[src/rtl/parity_frame_tx_pkg.sv]
// parity_frame_tx_pkg: shared state encoding and sizing helpers for the parity frame transmitter.
package parity_frame_tx_pkg;

    typedef enum logic [2:0] {
        IDLE   = 3'd0,
        START  = 3'd1,
        DATA   = 3'd2,
        PARITY = 3'd3,
        STOP   = 3'd4
    } state_t;

    function automatic int clog2c(input int n);
        return (n <= 2) ? 1 : $clog2(n);
    endfunction

    function automatic int frame_len(input int width, input int clks_per_bit);
        return (width + 3) * clks_per_bit;
    endfunction

endpackage

[src/rtl/parity_frame_tx_bit_tick_gen.sv]
// bit_tick_gen: baud counter that pulses tick on the last clock of each serial bit.
module bit_tick_gen #(
    parameter int CLKS_PER_BIT = 4
) (
    input  logic clk,
    input  logic rst_n,
    input  logic clear,
    input  logic enable,
    output logic tick
);
    import parity_frame_tx_pkg::*;

    localparam int CW = clog2c(CLKS_PER_BIT);

    logic [CW-1:0] cnt_q, cnt_d;

    assign tick = enable && (cnt_q == CW'(CLKS_PER_BIT - 1));

    always_comb begin
        cnt_d = clear ? '0 : !enable ? cnt_q : tick ? '0 : cnt_q + 1'b1;
    end

    always_ff @(posedge clk or negedge rst_n) begin
        if (!rst_n) cnt_q <= '0;
        else        cnt_q <= cnt_d;
    end

endmodule

[src/rtl/parity_frame_tx.sv]
// parity_frame_tx: frames a handshaken word as start, data LSB-first, parity and stop bits
// on a registered idle-high serial line.
module parity_frame_tx #(
    parameter int WIDTH        = 5,
    parameter int CLKS_PER_BIT = 4,
    parameter int ODD_PARITY   = 0
) (
    input  logic             clk,
    input  logic             rst_n,
    input  logic [WIDTH-1:0] in_data,
    input  logic             in_valid,
    output logic             in_ready,
    output logic             tx_out,
    output logic             busy,
    output logic             done
);
    import parity_frame_tx_pkg::*;

    localparam int BW = clog2c(WIDTH);

    state_t            state_q, state_d;
    logic [WIDTH-1:0]  shift_q, shift_d;
    logic [BW-1:0]     bit_q, bit_d;
    logic              par_q, par_d;
    logic              tx_q, tx_d;
    logic              done_q, done_d;
    logic              tick;

    assign in_ready = (state_q == IDLE);
    assign busy     = (state_q != IDLE);
    assign tx_out   = tx_q;
    assign done     = done_q;

    // Counter is held at zero while idle so every frame starts on a fresh bit period.
    bit_tick_gen #(.CLKS_PER_BIT(CLKS_PER_BIT)) u_tick (
        .clk    (clk),
        .rst_n  (rst_n),
        .clear  (state_q == IDLE),
        .enable (state_q != IDLE),
        .tick   (tick)
    );

    always_comb begin
        state_d = state_q;
        shift_d = shift_q;
        bit_d   = bit_q;
        par_d   = par_q;
        tx_d    = tx_q;
        done_d  = 1'b0;
        case (state_q)
            IDLE: begin
                tx_d = 1'b1;
                if (in_valid) begin
                    shift_d = in_data;
                    par_d   = (^in_data) ^ (ODD_PARITY != 0);
                    tx_d    = 1'b0;
                    state_d = START;
                end
            end
            START: if (tick) begin
                tx_d    = shift_q[0];
                shift_d = shift_q >> 1;
                bit_d   = '0;
                state_d = DATA;
            end
            DATA: if (tick) begin
                if (bit_q == BW'(WIDTH - 1)) begin
                    tx_d    = par_q;
                    state_d = PARITY;
                end else begin
                    tx_d    = shift_q[0];
                    shift_d = shift_q >> 1;
                    bit_d   = bit_q + 1'b1;
                end
            end
            PARITY: if (tick) begin
                tx_d    = 1'b1;
                state_d = STOP;
            end
            STOP: if (tick) begin
                done_d  = 1'b1;
                state_d = IDLE;
            end
            default: begin
                tx_d    = 1'b1;
                state_d = IDLE;
            end
        endcase
    end

    always_ff @(posedge clk or negedge rst_n) begin
        if (!rst_n) begin
            state_q <= IDLE;
            shift_q <= '0;
            bit_q   <= '0;
            par_q   <= 1'b0;
            tx_q    <= 1'b1;
            done_q  <= 1'b0;
        end else begin
            state_q <= state_d;
            shift_q <= shift_d;
            bit_q   <= bit_d;
            par_q   <= par_d;
            tx_q    <= tx_d;
            done_q  <= done_d;
        end
    end

endmodule

[config.mk]
export PLATFORM = sky130hd
export DESIGN_NAME = parity_frame_tx
export DESIGN_NICKNAME = d
export VERILOG_FILES = /design/src/rtl/parity_frame_tx_pkg.sv /design/src/rtl/parity_frame_tx_bit_tick_gen.sv /design/src/rtl/parity_frame_tx.sv
export SDC_FILE = /design/constraint.sdc
export NUM_CORES = 1
export LEC_CHECK = 0
export CORE_MARGIN = 4
export CORE_UTILIZATION = 60
export CTS_CLUSTER_DIAMETER = 200
export DETAILED_ROUTE_END_ITERATION = 16
export DONT_BUFFER_PORTS = 1
export PLACE_DENSITY = 0.76
export SYNTH_ARGS = -nofsm -noshare
export SYNTH_HDL_FRONTEND = slang
export SYNTH_SLANG_ARGS = --single-unit
[constraint.sdc]
create_clock -name clk -period 1.8 [get_ports clk]
set_input_delay 0.36 -clock clk [delete_from_list [all_inputs] [get_ports clk]]
set_output_delay 0.36 -clock clk [all_outputs]
set_load 0.02 [all_outputs]
==> results.toml <==
[route]
met3WireLength_um = 89
firstDrtPassIters = 6
avgRoutedWirePerCell_um = 16.09
drcViolationCount = 0
top_layer_used = "met4"
drt-initial-drc-count = 19
route.antenna.remaining_nets = 0
via_count = 658
drt-met1-wl_um = 875
dr_wl_met2_um = 783
avgViaCountPerCell = 5.982
routed_wl_um = 1770

[global_route]
grt_pass1_vias = 630
grt.total_usage = 0.1887
overflow = 0
grt_pass1_wl_um = 2870
grt_max_degree = 17
antenna_found_initial = 0

[synthesis]
avgSynthCellArea_sq_um = 10.92
synth_flop_cell = "dfrtp_1"
synth_nets = 99
synth-edff-count = 0
seq_area_frac_synth = 0.4180
synth_seq_cells = 16
ys_types = 35
async_flop_share = 1.000
synth.cell_area_sq_um = 960.9
synthCells = 88
ys_warn_count = 0

[floorplanning]
initial_utilization = 0.6379
die_w_um = 48.02
die_area_sq_mm = 0.002306
dieHeight_um = 48.02
core_area_sq_mm = 0.001506
rows = 14
ios = 12

[power_and_ir_drop]
p_leak_nw = 0.4582
power-per-cell-area_mw_per_mm2 = 1889
irDropWorstVdd_mv = 1.054
total_power_mw = 1.983

[critical_path]
end_kind = "output pin"
start_kind = "register"
cp_max_fo = 5
crit_required_ps = 1440
crit_arrival_ps = 1320
crit_type = "register to output pin"

[timing]
setup_slack_ps = 116.6
setup_viol = 0
fin_crit_sh = 0.9352
period_needed_ps = 1683
clock_skew_ps = 6.634
slew_headroom = 0.5268
rsz0062_at_grt = "no"
hold_viol = 0
maxSlewViolCount = 0
tightest_slew_ps = 707.5
setup_tns_ps = 0
max_freq_mhz = 594.0

[clock_network]
cts_max_level = 1
clockBufferDepth = 2
worstSkewPairLatency_ps = 300
clock-root-buffer = "clkbuf_4"
cts.clk_slew.worst_paths_ps = 100
cts_sinks = 16
cts_tree = "built"
cts_buffers = 3

[cells_and_area]
final_cell_mix = "dfrtp_1, inv_1, xnor2_1, nand2_1, buf_4"
num-nets-final = 106
drive_gt1_frac = 0.2447
finish.utilization = 0.6968
mostFrequentLayoutCell = "dfrtp_1"
num_antenna_cells = 0
design_area_sq_mm = 0.001050
syn_to_final_growth_pct = 9.245

[run]
maxCapViolCount = 0

[placement]
placed_cell_area_sq_um = 974.7
port_buffers = 0
dp_slack_ps = 102.1
hpwl_um = 1286
place_congestion = 0.8013

[hold_path]
hold_path.class = "input port to register"

[status]
status = "completed"
[timing repair]
item | 4_1_cts | 5_1_grt
resized for setup | 1 | 2
hold buffers | 1 | 0
endpoints found under the hold margin | 16 | 0
endpoints found under the setup margin | 1 | 7
buffers inserted | 0 | 2
[through the flow]
step,hold slack (ps),std cells
2_1_floorplan,64.41,88
3_3_place_gp,64.83,103
3_5_place_dp,64.79,103
4_1_cts,271.3,108
5_1_grt,269.2,110
6_report,260.5,110
[layout make-up]
class / count / area, sq um
clock buffers: 4 / 36.28
fillers: 111 / 456.7
inverters: 6 / 22.52
multi-input cells: 61 / 513.0
flip-flops and latches: 16 / 402.9
well taps: 16 / 20.02
repair buffers: 7 / 55.05
[metal layers]
metal	global-route usage	up-vias
met3	0.04887	2
met5	0	-
li1	-	323
met4	0.1075	0
met2	0.2559	21
met1	0.2679	312
[worst max-delay path: stages, from the launching register on]
cell and delay, ps:
dfrtp_2 450, buf_4 160, nor3_4 220, buf_4 180
[Yosys cell counts (all sizes together), types with 2 or more instances]
| cell | count | area [sq um] |
|---|---|---|
| o21ai | 2 | 10.01 |
| xnor2 | 6 | 52.55 |
| nor3 | 4 | 31.28 |
| buf | 5 | 36.28 |
| nor2b | 3 | 21.27 |
| nand3 | 2 | 10.01 |
| nand2 | 6 | 22.52 |
| nor2 | 3 | 13.77 |
| ha | 3 | 37.54 |
| a22o | 2 | 17.52 |
| mux2i | 2 | 20.02 |
| mux2 | 11 | 142.6 |
| dfrtp | 15 | 375.4 |
| inv | 6 | 22.52 |
| a21oi | 5 | 25.02 |
[path summary, 6_finish.rpt]
| path | cells past startpoint | slack, ps | startpoint | to |
|---|---|---|---|---|
| max | 3 | 120 | state_q[0]$_DFFE_PN0P_ | in_ready |
| min | 2 | 260 | in_valid | par_q$_DFFE_PN0P_ |
| max reg2reg | 6 | 130 | bit_q[0]$_DFFE_PN0P_ | shift_q[2]$_DFFE_PN0P_ |
| min reg2reg | 1 | 450 | u_tick.cnt_q[0]$_DFF_PN0_ | u_tick.cnt_q[0]$_DFF_PN0_ |
| max in group asynchronous | 1 | 770 | rst_n | state_q[0]$_DFFE_PN0P_ |
| min in group asynchronous | 1 | 540 | rst_n | done$_DFF_PN0_ |
[sequential cells by signal, summed over array words and instances, names as in the netlist]
register / cells
bit_q: 3
done: 1
par_q: 1
shift_q: 5
state_q: 3
tx_out: 1
u_tick.cnt_q: 2
[where the power goes]
group          switching (mW)  internal, mW  total (mW)
Clock                   0.126         0.123       0.249
Sequential              0.151         0.519       0.670
Combinational           0.495         0.569        1.06
Total                   0.772          1.21        1.98
[logic make-up (layout without fill, tap and decap cells)]
kind of cell	Yosys count	after routing	share of synthesized area
flops	16	16	0.4180
buf+inv	11	17	0.06119
mux	13	13	0.1693
simple gates	24	24	0.1550
compound gates	15	15	0.1029
fa+ha+maj	3	3	0.03907
xor+xnor	6	6	0.05469
Note: power is estimated with default switching activity, not from simulation.
